$ cat src/rtl/ps2_scancode_receiver_pkg.sv
// ---------------------------------------------------------------------------
// ps2_scancode_receiver_pkg
// Shared constants for the PS/2 scan-code receiver: prefix bytes, frame FSM
// encodings, key-event width and the odd-parity helper.
// No ports (package).
// ---------------------------------------------------------------------------
package ps2_scancode_receiver_pkg;

  localparam logic [7:0] PS2_PREFIX_EXT   = 8'hE0;
  localparam logic [7:0] PS2_PREFIX_BREAK = 8'hF0;

  // Frame FSM encodings
  localparam logic [1:0] PS2_IDLE   = 2'd0;
  localparam logic [1:0] PS2_DATA   = 2'd1;
  localparam logic [1:0] PS2_PARITY = 2'd2;
  localparam logic [1:0] PS2_STOP   = 2'd3;

  // Key event = {brk, ext, code[7:0]}
  localparam int PS2_EVT_W = 10;

  // PS/2 uses odd parity: data bits plus parity bit must hold an odd number of ones.
  function automatic logic odd_parity_ok(input logic [7:0] code, input logic par);
    return (^code) ^ par;
  endfunction

endpackage

$ cat src/rtl/ps2_event_fifo.sv
// ---------------------------------------------------------------------------
// ps2_event_fifo
// Synchronous show-ahead FIFO for decoded key events.
// Ports:
//   Clock, Reset   system clock, asynchronous active-high reset
//   i_push         write request; i_push_data is the entry
//   i_pop          read request; ignored while empty
//   o_valid        FIFO non-empty
//   o_data         head entry, 0 while empty
//   o_count        number of stored entries
//   o_overflow     sticky: a push was dropped because the FIFO was full
// Handshake: o_data is valid whenever o_valid=1; an entry is consumed on
// every rising Clock edge where i_pop=1 and o_valid=1.
// ---------------------------------------------------------------------------
module ps2_event_fifo #(
  parameter int WIDTH = 10,
  parameter int DEPTH = 8
) (
  input  logic                     Clock,
  input  logic                     Reset,
  input  logic                     i_push,
  input  logic [WIDTH-1:0]         i_push_data,
  input  logic                     i_pop,
  output logic                     o_valid,
  output logic [WIDTH-1:0]         o_data,
  output logic [$clog2(DEPTH):0]   o_count,
  output logic                     o_overflow
);

  localparam int AW = $clog2(DEPTH);
  localparam int CW = AW + 1;

  logic [WIDTH-1:0] r_mem [DEPTH];
  logic [AW-1:0]    r_wptr;
  logic [AW-1:0]    r_rptr;
  logic [CW-1:0]    r_count;
  logic             r_overflow;

  logic w_empty;
  logic w_full;
  logic w_pop;
  logic w_push;

  assign w_empty = (r_count == '0);
  assign w_full  = (r_count == CW'(DEPTH));
  assign w_pop   = i_pop & ~w_empty;
  // A pop in the same cycle frees the slot, so a push into a full FIFO still lands.
  assign w_push  = i_push & (~w_full | w_pop);

  // Storage carries no reset; empty entries are never visible at the head.
  always_ff @(posedge Clock) begin
    if (w_push) r_mem[r_wptr] <= i_push_data;
  end

  always_ff @(posedge Clock or posedge Reset) begin
    if (Reset) begin
      r_wptr     <= '0;
      r_rptr     <= '0;
      r_count    <= '0;
      r_overflow <= 1'b0;
    end else begin
      if (w_push) r_wptr <= r_wptr + AW'(1);
      if (w_pop)  r_rptr <= r_rptr + AW'(1);
      if (w_push && !w_pop)      r_count <= r_count + CW'(1);
      else if (w_pop && !w_push) r_count <= r_count - CW'(1);
      if (i_push && w_full && !w_pop) r_overflow <= 1'b1;
    end
  end

  assign o_valid    = ~w_empty;
  assign o_data     = w_empty ? '0 : r_mem[r_rptr];
  assign o_count    = r_count;
  assign o_overflow = r_overflow;

endmodule

$ cat src/rtl/ps2_scancode_receiver.sv
// ---------------------------------------------------------------------------
// ps2_scancode_receiver
// Receives PS/2 keyboard frames in the Clock domain (PS/2 lines are sampled
// as data), checks start/parity/stop, folds E0/F0 prefixes into flags and
// queues key events in a show-ahead FIFO.
// Ports:
//   Clock, Reset        system clock, asynchronous active-high reset
//   iPS2_CLK/iPS2_DATA  raw asynchronous PS/2 lines
//   iRead               pop head event (ignored while oValid=0)
//   oValid              an event is available
//   oCode/oBreak/oExtended  head event fields, 0 while empty
//   oCount              stored events
//   oOverflow           sticky: event dropped on full FIFO
//   oParityError        one-Clock pulse: frame discarded for bad parity
//   oFrameError         one-Clock pulse: bad stop bit or inter-bit timeout
// Handshake: oCode/oBreak/oExtended are valid whenever oValid=1; the head is
// consumed on each rising Clock edge with iRead=1 and oValid=1.
// ---------------------------------------------------------------------------
module ps2_scancode_receiver
  import ps2_scancode_receiver_pkg::*;
#(
  parameter int FIFO_DEPTH     = 8,
  parameter int SYNC_STAGES    = 2,
  parameter int FILTER_LEN     = 4,
  parameter int TIMEOUT_CYCLES = 25000
) (
  input  logic                          Clock,
  input  logic                          Reset,
  input  logic                          iPS2_CLK,
  input  logic                          iPS2_DATA,
  input  logic                          iRead,
  output logic                          oValid,
  output logic [7:0]                    oCode,
  output logic                          oBreak,
  output logic                          oExtended,
  output logic [$clog2(FIFO_DEPTH):0]   oCount,
  output logic                          oOverflow,
  output logic                          oParityError,
  output logic                          oFrameError
);

  localparam int TW = $clog2(TIMEOUT_CYCLES + 1);
  localparam int FW = $clog2(FILTER_LEN + 1);
  localparam logic [TW-1:0] TMO_MAX  = TW'(TIMEOUT_CYCLES);
  localparam logic [FW-1:0] FILT_END = FW'(FILTER_LEN - 1);

  // Synchronisers; reset to the idle-high line level so no edge is seen at reset release.
  logic [SYNC_STAGES-1:0] r_clk_sync;
  logic [SYNC_STAGES-1:0] r_data_sync;
  logic                   w_clk_s;
  logic                   w_data_s;

  always_ff @(posedge Clock or posedge Reset) begin
    if (Reset) begin
      r_clk_sync  <= '1;
      r_data_sync <= '1;
    end else begin
      r_clk_sync  <= {r_clk_sync[SYNC_STAGES-2:0],  iPS2_CLK};
      r_data_sync <= {r_data_sync[SYNC_STAGES-2:0], iPS2_DATA};
    end
  end

  assign w_clk_s  = r_clk_sync[SYNC_STAGES-1];
  assign w_data_s = r_data_sync[SYNC_STAGES-1];

  // Glitch filter: the filtered clock follows only after FILTER_LEN
  // consecutive samples that disagree with it.
  logic          r_filt_clk;
  logic [FW-1:0] r_filt_cnt;
  logic          w_fe;

  always_ff @(posedge Clock or posedge Reset) begin
    if (Reset) begin
      r_filt_clk <= 1'b1;
      r_filt_cnt <= '0;
    end else if (w_clk_s == r_filt_clk) begin
      r_filt_cnt <= '0;
    end else if (r_filt_cnt == FILT_END) begin
      r_filt_clk <= w_clk_s;
      r_filt_cnt <= '0;
    end else begin
      r_filt_cnt <= r_filt_cnt + FW'(1);
    end
  end

  // Falling edge is flagged in the cycle the filtered clock is about to drop.
  assign w_fe = r_filt_clk & ~w_clk_s & (r_filt_cnt == FILT_END);

  // Frame FSM
  logic [1:0]    r_state;
  logic [2:0]    r_bit_cnt;
  logic [7:0]    r_shift;
  logic          r_parity;
  logic [TW-1:0] r_tmo;
  logic          r_byte_valid;
  logic [7:0]    r_byte;
  logic          r_parity_err;
  logic          r_frame_err;

  always_ff @(posedge Clock or posedge Reset) begin
    if (Reset) begin
      r_state      <= PS2_IDLE;
      r_bit_cnt    <= '0;
      r_shift      <= '0;
      r_parity     <= 1'b0;
      r_tmo        <= '0;
      r_byte_valid <= 1'b0;
      r_byte       <= '0;
      r_parity_err <= 1'b0;
      r_frame_err  <= 1'b0;
    end else begin
      r_byte_valid <= 1'b0;
      r_parity_err <= 1'b0;
      r_frame_err  <= 1'b0;

      if (r_state == PS2_IDLE || w_fe) r_tmo <= '0;
      else if (r_tmo != TMO_MAX)       r_tmo <= r_tmo + TW'(1);

      if (r_state != PS2_IDLE && !w_fe && r_tmo == TMO_MAX) begin
        r_state     <= PS2_IDLE;
        r_frame_err <= 1'b1;
      end else if (w_fe) begin
        case (r_state)
          PS2_IDLE: begin
            // A high start bit is treated as line noise, not an error.
            if (!w_data_s) begin
              r_state   <= PS2_DATA;
              r_bit_cnt <= '0;
            end
          end
          PS2_DATA: begin
            r_shift   <= {w_data_s, r_shift[7:1]};
            r_bit_cnt <= r_bit_cnt + 3'd1;
            if (r_bit_cnt == 3'd7) r_state <= PS2_PARITY;
          end
          PS2_PARITY: begin
            r_parity <= w_data_s;
            r_state  <= PS2_STOP;
          end
          PS2_STOP: begin
            if (!w_data_s)                           r_frame_err  <= 1'b1;
            else if (odd_parity_ok(r_shift, r_parity)) begin
              r_byte_valid <= 1'b1;
              r_byte       <= r_shift;
            end else                                 r_parity_err <= 1'b1;
            r_state <= PS2_IDLE;
          end
          default: r_state <= PS2_IDLE;
        endcase
      end
    end
  end

  // Prefix folding: E0/F0 only set flags, the next real code carries them.
  logic r_ext;
  logic r_brk;
  logic w_push;
  logic [PS2_EVT_W-1:0] w_push_data;

  always_ff @(posedge Clock or posedge Reset) begin
    if (Reset) begin
      r_ext <= 1'b0;
      r_brk <= 1'b0;
    end else if (r_parity_err || r_frame_err) begin
      r_ext <= 1'b0;
      r_brk <= 1'b0;
    end else if (r_byte_valid) begin
      if (r_byte == PS2_PREFIX_EXT)        r_ext <= 1'b1;
      else if (r_byte == PS2_PREFIX_BREAK) r_brk <= 1'b1;
      else begin
        r_ext <= 1'b0;
        r_brk <= 1'b0;
      end
    end
  end

  assign w_push      = r_byte_valid && (r_byte != PS2_PREFIX_EXT) && (r_byte != PS2_PREFIX_BREAK);
  assign w_push_data = {r_brk, r_ext, r_byte};

  logic [PS2_EVT_W-1:0] w_head;

  ps2_event_fifo #(
    .WIDTH (PS2_EVT_W),
    .DEPTH (FIFO_DEPTH)
  ) u_fifo (
    .Clock       (Clock),
    .Reset       (Reset),
    .i_push      (w_push),
    .i_push_data (w_push_data),
    .i_pop       (iRead),
    .o_valid     (oValid),
    .o_data      (w_head),
    .o_count     (oCount),
    .o_overflow  (oOverflow)
  );

  assign oCode        = w_head[7:0];
  assign oExtended    = w_head[8];
  assign oBreak       = w_head[9];
  assign oParityError = r_parity_err;
  assign oFrameError  = r_frame_err;

endmodule
$ cat config.mk
export PLATFORM = sky130hd
export DESIGN_NAME = ps2_scancode_receiver
export DESIGN_NICKNAME = d
export VERILOG_FILES = /design/src/rtl/ps2_scancode_receiver_pkg.sv /design/src/rtl/ps2_event_fifo.sv /design/src/rtl/ps2_scancode_receiver.sv
export SDC_FILE = /design/constraint.sdc
export NUM_CORES = 1
export LEC_CHECK = 0
export CAP_MARGIN = 20
export CORE_MARGIN = 3
export CORE_UTILIZATION = 35
export CTS_CLUSTER_SIZE = 28
export DETAILED_ROUTE_END_ITERATION = 8
export HOLD_SLACK_MARGIN = 0.1
export PLACE_DENSITY = 0.57
export SETUP_SLACK_MARGIN = 0.1
export SLEW_MARGIN = 20
export SYNTH_ARGS = -nofsm -noshare
export SYNTH_HDL_FRONTEND = slang
export SYNTH_SLANG_ARGS = --single-unit
$ cat constraint.sdc
create_clock -name Clock -period 8.3 [get_ports Clock]
set_clock_uncertainty 0.1 [all_clocks]
set_input_delay 0.83 -clock Clock [delete_from_list [all_inputs] [get_ports Clock]]
set_output_delay 0.83 -clock Clock [all_outputs]
set_load 0.1 [all_outputs]
==> Implementation_results.wiki, run 1 <==
{| class="wikitable"
! Metric !! Value
|-
| Starting density of the core || 0.359
|-
| Largest net degree at the start of global routing || 62
|-
| Adder-cell share of the synthesized area || 0.0348
|-
| Post-synthesis area per instance || 15.4 sq um
|-
| Worst skew pair latency || just over 0.4 ns
|-
| Combinational family with the most area after synthesis || multiplexers
|-
| Flip-flop and latch count after synthesis || 141
|-
| Type of destination of the critical path || output pin
|-
| Maximum Capacitance Violations || 0
|-
| Wire length of the first global-routing pass || 17.3 mm
|-
| Outcome || finished clean
|-
| Total nets after synthesis || 408
|-
| Post-detailed-route DRC marker count || 0
|-
| Cells after synthesis || 387
|-
| Critical path capture point || oCode[0]
|-
| Origin of the worst setup path || u_fifo.r_rptr[0]$_DFFE_PP0N_
|-
| Worst Hold Launch || r_data_sync[0]$_DFF_PP1_
|-
| Overall routed net length || 10.4 mm
|-
| Unrepaired setup endpoints after global routing || false
|-
| Cts repair resizes || 0
|-
| Root Driver || sky130_fd_sc_hd__clkbuf_16
|-
| Count of placed standard cells including taps || roughly 620
|-
| Synth unique cells || 44
|-
| Pleak || 2.65 nW
|-
| Via count of the first global-routing pass || 3,284
|-
| Max transition margin || 0.315
|-
| Fin Setup TNS || 0 ns
|-
| Die span in y || 137 um
|-
| Max clock buf depth || 2
|-
| Xor/xnor share of the synthesized area || 0.0434
|-
| Post-detailed-placement half-perimeter wirelength || 6.72 mm
|-
| Detail-routed via count per cell || 4.77
|-
| Proportion of synthesized flip-flops having asynchronous set or reset || 0.433
|-
| Simple-Gate Fraction of Synth Area || 0.0845
|-
| Startpoint types || flip-flop
|-
| Arrival time worst endpoint || 3.20 ns
|-
| Count of routing violations after the opening detailed-route iteration || approximately 110
|-
| Synthesis Warnings || 0
|-
| Rows || 47
|-
| Drt wl/cell || 15.9 um
|-
| Non-filler cells in the finished layout || 655
|-
| Maximum clock frequency || 0.242 GHz
|-
| Worst setup path class || flip-flop to output pin
|-
| Post-synthesis cell area || 5970 sq um
|-
| CTS tree || done
|-
| Die Width || 137 um
|-
| Initial antenna violation count || 0
|-
| Buffers inserted by post-CTS timing repair || 0
|-
| Weighted congestion at the end of routability-driven global placement || around 0.76
|-
| Total inserted antenna cells || 0
|-
| Complex-gate fraction of the synthesized area || 0.0252
|-
| Portion of the post-synthesis area used by sequential elements || 0.659
|-
| Overflow left after global routing || 0
|-
| Ratio of total power to cell area || 345 nW/um^2
|-
| Cts hold-fix bufs || 0
|-
| Reg2reg end || u_fifo.o_count[3]$_DFFE_PP0P_
|-
| H-Tree Level Count || 4
|-
| Vias after detailed routing || 3,124
|-
| Die outline area || 18,700 sq um
|-
| Boundary pin count || 23
|-
| Internal reg-to-reg setup slack || roughly 5.3 ns
|-
| Count of port buffers added during placement || 22
|-
| Clock-pin slew on the worst setup and hold paths || about 0.060 ns
|-
| Area overhead of the layout relative to synthesis || 18.2%
|-
| Multiplexer area fraction after synthesis || 0.135
|-
| Maximum fanout encountered on the critical timing path || 12
|-
| First-pass iteration count of the detailed router || 4
|-
| Placeable Area || 16,600 sq um
|-
| Worst endpoint required time || 7.37 ns
|-
| TritonCTS buffer count || 17
|-
| Period Utilization, post-route || 0.497
|-
| Final setup violation count || 0
|-
| Worst reg2reg path startpoint || r_byte[1]$_DFFE_PP0P_
|-
| Classification of the worst-slack hold path || flip-flop to flip-flop
|-
| VDD IR max || 0.294 mV
|-
| Remaining antenna violation count after routing || 0
|-
| Tightest Pin Transition || 1.02 ns
|-
| Total track usage || 0.124
|-
| Primary FF master, synth || sky130_fd_sc_hd__edfxtp_1
|-
| Post-synth EDFFs || 80
|-
| Min Tclk post-route || 4.13 ns
|-
| Proportion of layout cells with a drive suffix above 1 || 0.198
|-
| Final Hold Violating Endpoints || 0
|-
| Number of nets in the layout || 443
|-
| R2R depth || 11
|-
| Number of clock sinks || 141
|-
| Slew Limit Fails || 0
|}
[placed cells by master, fill, tap and decap left out, types with 3 or more instances in the layout]
master                            synthesis  layout
sky130_fd_sc_hd__dfstp_2                  5       5
sky130_fd_sc_hd__mux2_4                   8       8
sky130_fd_sc_hd__nor2_2                   0       3
sky130_fd_sc_hd__nor2b_1                  3       3
sky130_fd_sc_hd__nor3b_1                  3       3
sky130_fd_sc_hd__edfxtp_1                80      80
sky130_fd_sc_hd__nand2_1                 20      20
sky130_fd_sc_hd__clkdlybuf4s50_1          0      22
sky130_fd_sc_hd__mux2_2                  11      11
sky130_fd_sc_hd__o21ai_0                  7       7
sky130_fd_sc_hd__nand3_1                 10      10
sky130_fd_sc_hd__nand2b_1                 5       5
sky130_fd_sc_hd__inv_1                   12      11
sky130_fd_sc_hd__nor3_1                   7       7
sky130_fd_sc_hd__mux2i_1                 11      11
sky130_fd_sc_hd__buf_4                    0       5
sky130_fd_sc_hd__dfrtp_1                 56      56
sky130_fd_sc_hd__mux4_2                  20      20
sky130_fd_sc_hd__ha_1                    15      15
sky130_fd_sc_hd__inv_6                    0       4
sky130_fd_sc_hd__bufinv_16                0       3
sky130_fd_sc_hd__nor2_1                  43      40
sky130_fd_sc_hd__clkinv_1                 0       3
sky130_fd_sc_hd__xor2_1                  10      10
sky130_fd_sc_hd__xnor2_1                 17      17
sky130_fd_sc_hd__clkbuf_16                0      17
sky130_fd_sc_hd__a21oi_1                  5       5
[area by class of cell]
class / instances / area [sq um]
fill: 1505 / 9590
sequential: 141 / 3940
multi-input combinational: 222 / 1940
clock buffer: 19 / 433
tap: 220 / 275
timing repair buffer: 28 / 269
clock inverter: 13 / 160
inverter: 12 / 45.0
[logic make-up after synthesis]
family,after synthesis
mux,50
fa+ha+maj,16
simple gates,106
xor+xnor,28
buf+inv,24
compound gates,22
flops,141
[stage by stage]
step	power (mW)	setup WS, ns	util	area, sq um	hold WS, ns
2_1_floorplan	1.52	4.66	-	5970	0.245
3_3_place_gp	1.69	4.57	0.387	6440	0.247
3_5_place_dp	1.70	4.54	0.388	6460	0.247
4_1_cts	2.46	4.10	0.424	7050	0.256
5_1_grt	2.54	3.91	0.424	7060	0.259
6_report	2.43	4.17	0.424	7060	0.255
[synth_stat cells (3+ instances only)]
cell type	count	area share
sky130_fd_sc_hd__dfrtp_1	56	0.23
sky130_fd_sc_hd__nor3b_1	3	0.0038
sky130_fd_sc_hd__o21ai_0	7	0.0059
sky130_fd_sc_hd__xnor2_1	17	0.025
sky130_fd_sc_hd__nand3_1	10	0.0084
sky130_fd_sc_hd__inv_1	12	0.0075
sky130_fd_sc_hd__edfxtp_1	80	0.40
sky130_fd_sc_hd__nor2_1	43	0.027
sky130_fd_sc_hd__mux2_4	8	0.020
sky130_fd_sc_hd__ha_1	15	0.031
sky130_fd_sc_hd__a21oi_1	5	0.0042
sky130_fd_sc_hd__clkbuf_1	6	0.0038
sky130_fd_sc_hd__nand2_1	20	0.013
sky130_fd_sc_hd__nand2b_1	5	0.0052
sky130_fd_sc_hd__nor2b_1	3	0.0031
sky130_fd_sc_hd__mux2_2	11	0.021
sky130_fd_sc_hd__mux4_2	20	0.075
sky130_fd_sc_hd__nor3_1	7	0.0059
sky130_fd_sc_hd__buf_2	3	0.0025
sky130_fd_sc_hd__dfstp_2	5	0.022
sky130_fd_sc_hd__xor2_1	10	0.015
sky130_fd_sc_hd__mux2i_1	11	0.018
[report_power, final]
part           internal (mW)  total [mW]  switching, mW  leakage [nW]
registers              0.766       0.845         0.0792          1.51
logic                  0.268       0.826          0.558         0.862
clock network          0.473       0.760          0.287         0.281
total                   1.51        2.43          0.924          2.65
[metal layers]
layer,track usage,routed length (um)
met5,0,0
met4,0.0482,154
met3,0.0397,414
met2,0.202,5270
met1,0.154,4560
[worst max-delay path, cell delays in order (launching register included)]
cell	delay, ns
sky130_fd_sc_hd__dfrtp_1	0.72
sky130_fd_sc_hd__buf_4	0.37
sky130_fd_sc_hd__mux4_2	0.53
sky130_fd_sc_hd__mux2i_1	0.15
sky130_fd_sc_hd__nor2_1	0.05
sky130_fd_sc_hd__clkdlybuf4s50_1	0.96
[how the worst min path moves through the flow]
| stage | to | cells after the start |
|---|---|---|
| final | r_data_sync[1]$_DFF_PP1_ | 0 |
| after global routing | r_data_sync[1]$_DFF_PP1_ | 0 |
| after CTS | r_data_sync[1]$_DFF_PP1_ | 0 |
| after global placement | r_data_sync[1]$_DFF_PP1_ | 0 |
| after floorplan | r_clk_sync[1]$_DFF_PP1_ | 0 |
| after detailed placement | r_data_sync[1]$_DFF_PP1_ | 0 |
[state kept, by name, summed over array words and instances (netlist names), 2 cells and up]
| name | cells |
|---|---|
| r_tmo | 15 |
| r_clk_sync | 2 |
| r_bit_cnt | 3 |
| u_fifo.r_mem | 80 |
| u_fifo.r_wptr | 3 |
| u_fifo.r_rptr | 3 |
| r_filt_cnt | 3 |
| r_shift | 8 |
| u_fifo.o_count | 4 |
| r_state | 2 |
| r_data_sync | 2 |
| r_byte | 8 |
Power figures use the tool's default switching activity.
==> inputs of run 2 (changes only) <==
==> constraint.sdc (replaced) <==
create_clock -name Clock -period 4.2 [get_ports Clock]
set_clock_uncertainty 0.1 [all_clocks]
set_input_delay 0.42 -clock Clock [delete_from_list [all_inputs] [get_ports Clock]]
set_output_delay 0.42 -clock Clock [all_outputs]
set_load 0.1 [all_outputs]
==> run 2 against run 1 <==
Against the previous run:
- register-to-register slack worse by 4.1 ns
- sequential cell count unchanged
- combinational power rose by 97%
- first-iteration DRC count up 24%
- non-clock buffer count is 5 higher
- critical path depth rose by 6
- sequential share of layout area decreased by 0.15 points
- wire length up 3.8%
- via count increased by 1.3%
- setup slack got worse by 3.0 ns
- sequential power increased by 95%
- cell area grew 0.27%
- critical endpoint is now u_fifo.o_count[3]$_DFFE_PP0P_
- largest power group unchanged
==> Implementation_results.wiki, run 2 (synthesized netlist as in run 1, its figures left out) <==
{| class="wikitable"
! Metric !! Value
|-
| Worst endpoint required time || 4.40 ns (-2.97 ns)
|-
| Unrepaired setup endpoints after global routing || false
|-
| Tightest Pin Transition || 1.01 ns (-0.0163 ns)
|-
| Area of all placed cells without fillers || 7080 sq um (+0.27%)
|-
| Post-route worst hold slack || 0.257 ns (+0.00129 ns)
|-
| Cell area reported after detailed placement || 6460 sq um (about the same)
|-
| Classification of the worst-slack hold path || flip-flop to flip-flop
|-
| Post-detailed-placement half-perimeter wirelength || 6.84 mm (+1.9%)
|-
| First-pass iteration count of the detailed router || 4 (unchanged)
|-
| Overall routed net length || 10.8 mm (+3.8%)
|-
| Die outline area || 18,700 sq um (unchanged)
|-
| Drt wl/cell || 16.4 um (+3.0%)
|-
| Post-detailed-route DRC marker count || 0 (unchanged)
|-
| Buffers inserted by post-CTS timing repair || 0 (unchanged)
|-
| Worst skew pair latency || 0.42 ns (about the same)
|-
| Largest register FFs || 80 (unchanged)
|-
| Worst setup path class || flip-flop to flip-flop
|-
| Outcome || finished clean
|-
| Vias after detailed routing || 3,166 (+1.3%)
|-
| Overflow left after global routing || 0 (unchanged)
|-
| Maximum Capacitance Violations || 0 (unchanged)
|-
| Remaining antenna violation count after routing || 0 (unchanged)
|-
| CTS tree || done
|-
| Number of nets in the layout || 448 (+1.1%)
|-
| Weighted congestion at the end of routability-driven global placement || 0.776 (+2.4%)
|-
| Pleak || 2.71 nW (+2.3%)
|-
| Final setup violation count || 0 (unchanged)
|-
| VDD IR max || 0.649 mV (+120%)
|-
| Arrival time worst endpoint || 3.22 ns (+0.02 ns)
|-
| Cts repair resizes || 0 (unchanged)
|-
| Placeable Area || 16,600 sq um (unchanged)
|-
| Total track usage || 0.127 (+0.00326)
|-
| Count of port buffers added during placement || 22 (unchanged)
|-
| Max transition margin || 0.329 (+0.0134)
|-
| Type of destination of the critical path || flip-flop
|-
| Clock-pin slew on the worst setup and hold paths || 0.06 ns (about the same)
|-
| Count of routing violations after the opening detailed-route iteration || 131 (+24%)
|-
| Post-layout total power || 4.82 mW (+98%)
|-
| Maximum fanout encountered on the critical timing path || 10 (-2)
|-
| Proportion of layout cells with a drive suffix above 1 || 0.232 (+0.0341)
|-
| Number of clock sinks || 141 (unchanged)
|-
| Maximum clock frequency || 0.332 GHz
|-
| Cts hold-fix bufs || 0 (unchanged)
|-
| Starting density of the core || 0.359 (unchanged)
|-
| Wire length of the first global-routing pass || 17.7 mm (+2.4%)
|-
| Leading cell types in the layout, fill and taps excluded || sky130_fd_sc_hd__edfxtp_1, sky130_fd_sc_hd__dfrtp_1, sky130_fd_sc_hd__nor2_1, sky130_fd_sc_hd__buf_4
|-
| Startpoint types || flip-flop
|-
| Die Width || 137 um (unchanged)
|-
| Via count of the first global-routing pass || 3,345 (+1.9%)
|-
| Slew Limit Fails || 0 (unchanged)
|-
| Largest net degree at the start of global routing || 35 (-44%)
|-
| Period Utilization, post-route || 0.718
|-
| Ratio of total power to cell area || 681 nW/um^2 (+97%)
|-
| Rows || 47 (unchanged)
|-
| TritonCTS buffer count || 17 (unchanged)
|-
| Final Hold Violating Endpoints || 0 (unchanged)
|-
| Min Tclk post-route || 3.02 ns
|-
| Initial antenna violation count || 0 (unchanged)
|-
| Max clock buf depth || 2 (unchanged)
|-
| Root Driver || sky130_fd_sc_hd__clkbuf_16
|-
| Register containing the most flip-flops in the final layout || u_fifo.r_mem
|-
| Top flop regs || u_fifo.r_mem: 80 flops, r_tmo: 15 flops
|-
| Area overhead of the layout relative to synthesis || 18.5%
|-
| H-Tree Level Count || 4 (unchanged)
|-
| Fin Setup TNS || 0 ns (unchanged)
|-
| Most common cell after layout, fill and taps aside || sky130_fd_sc_hd__edfxtp_1
|-
| Total inserted antenna cells || 0 (unchanged)
|-
| Boundary pin count || 23 (unchanged)
|-
| Die span in y || 137 um (unchanged)
|-
| Detail-routed via count per cell || 4.80 (+0.58%)
|}
-- run 2: changes by cell type in the layout (fill, tap and decap cells not counted), sizes merged --
cell	change
buf	+15
clkbuf	-2
clkdlybuf4s50	-10
clkinvlp	-2
clkinv	+4
-- run 2: path summary, 6_finish.rpt --
path,start,endpoint,slack [ns],cells past startpoint
worst max-delay path,r_byte[1]$_DFFE_PP0P_,u_fifo.o_count[3]$_DFFE_PP0P_,1.18,11
worst min-delay path,r_data_sync[0]$_DFF_PP1_,r_data_sync[1]$_DFF_PP1_,0.26,0
worst max register to register,r_byte[1]$_DFFE_PP0P_,u_fifo.o_count[3]$_DFFE_PP0P_,1.18,11
worst min register to register,r_data_sync[0]$_DFF_PP1_,r_data_sync[1]$_DFF_PP1_,0.26,0
max in group asynchronous,Reset,r_bit_cnt[0]$_DFFE_PP0P_,2.88,3
min in group asynchronous,Reset,r_tmo[8]$_DFFE_PP0N_,0.27,2
-- run 2: area by class of cell --
cell class              instances  area, sq um
clock buffers                  17          425
flip-flops and latches        141         3940
inverters                      12         45.0
multi-input cells             222         1930
well taps                     220          275
fillers                      1480         9570
clock inverters                15          185
repair buffers                 33          278
-- run 2: critical path: stages, from the launching register on --
cell	delay [ns]
sky130_fd_sc_hd__dfrtp_1	0.47
sky130_fd_sc_hd__or4b_1	0.62
sky130_fd_sc_hd__o31ai_4	0.31
sky130_fd_sc_hd__nor2b_2	0.13
sky130_fd_sc_hd__ha_1	0.24
sky130_fd_sc_hd__inv_1	0.12
sky130_fd_sc_hd__ha_1	0.24
sky130_fd_sc_hd__a21o_1	0.18
sky130_fd_sc_hd__a21oi_1	0.17
sky130_fd_sc_hd__xnor2_1	0.13
sky130_fd_sc_hd__nor2_1	0.06
sky130_fd_sc_hd__xor2_1	0.14
-- run 2: power breakdown --
part           switching (mW)  internal (mW)  leakage, nW
Sequential              0.135           1.51         1.51
Combinational            1.13          0.500        0.897
Clock                   0.594          0.943        0.302
Total                    1.86           2.96         2.71
-- run 2: through the flow --
stage / utilization / setup slack, ns / std cells
after CTS: 0.425 / 1.15 / 660
final: 0.425 / 1.18 / 660
after floorplan: - / 0.632 / 387
after global routing: 0.425 / 1.02 / 660
after global placement: 0.388 / 1.21 / 628
after detailed placement: 0.388 / 1.17 / 628
-- run 2: metal layers --
metal	up-vias	GRT usage	wire length (um)
met4	0	0.0370	119
met1	1611	0.160	4900
met5	-	0	0
met2	44	0.205	5330
li1	1500	-	-
met3	11	0.0482	443
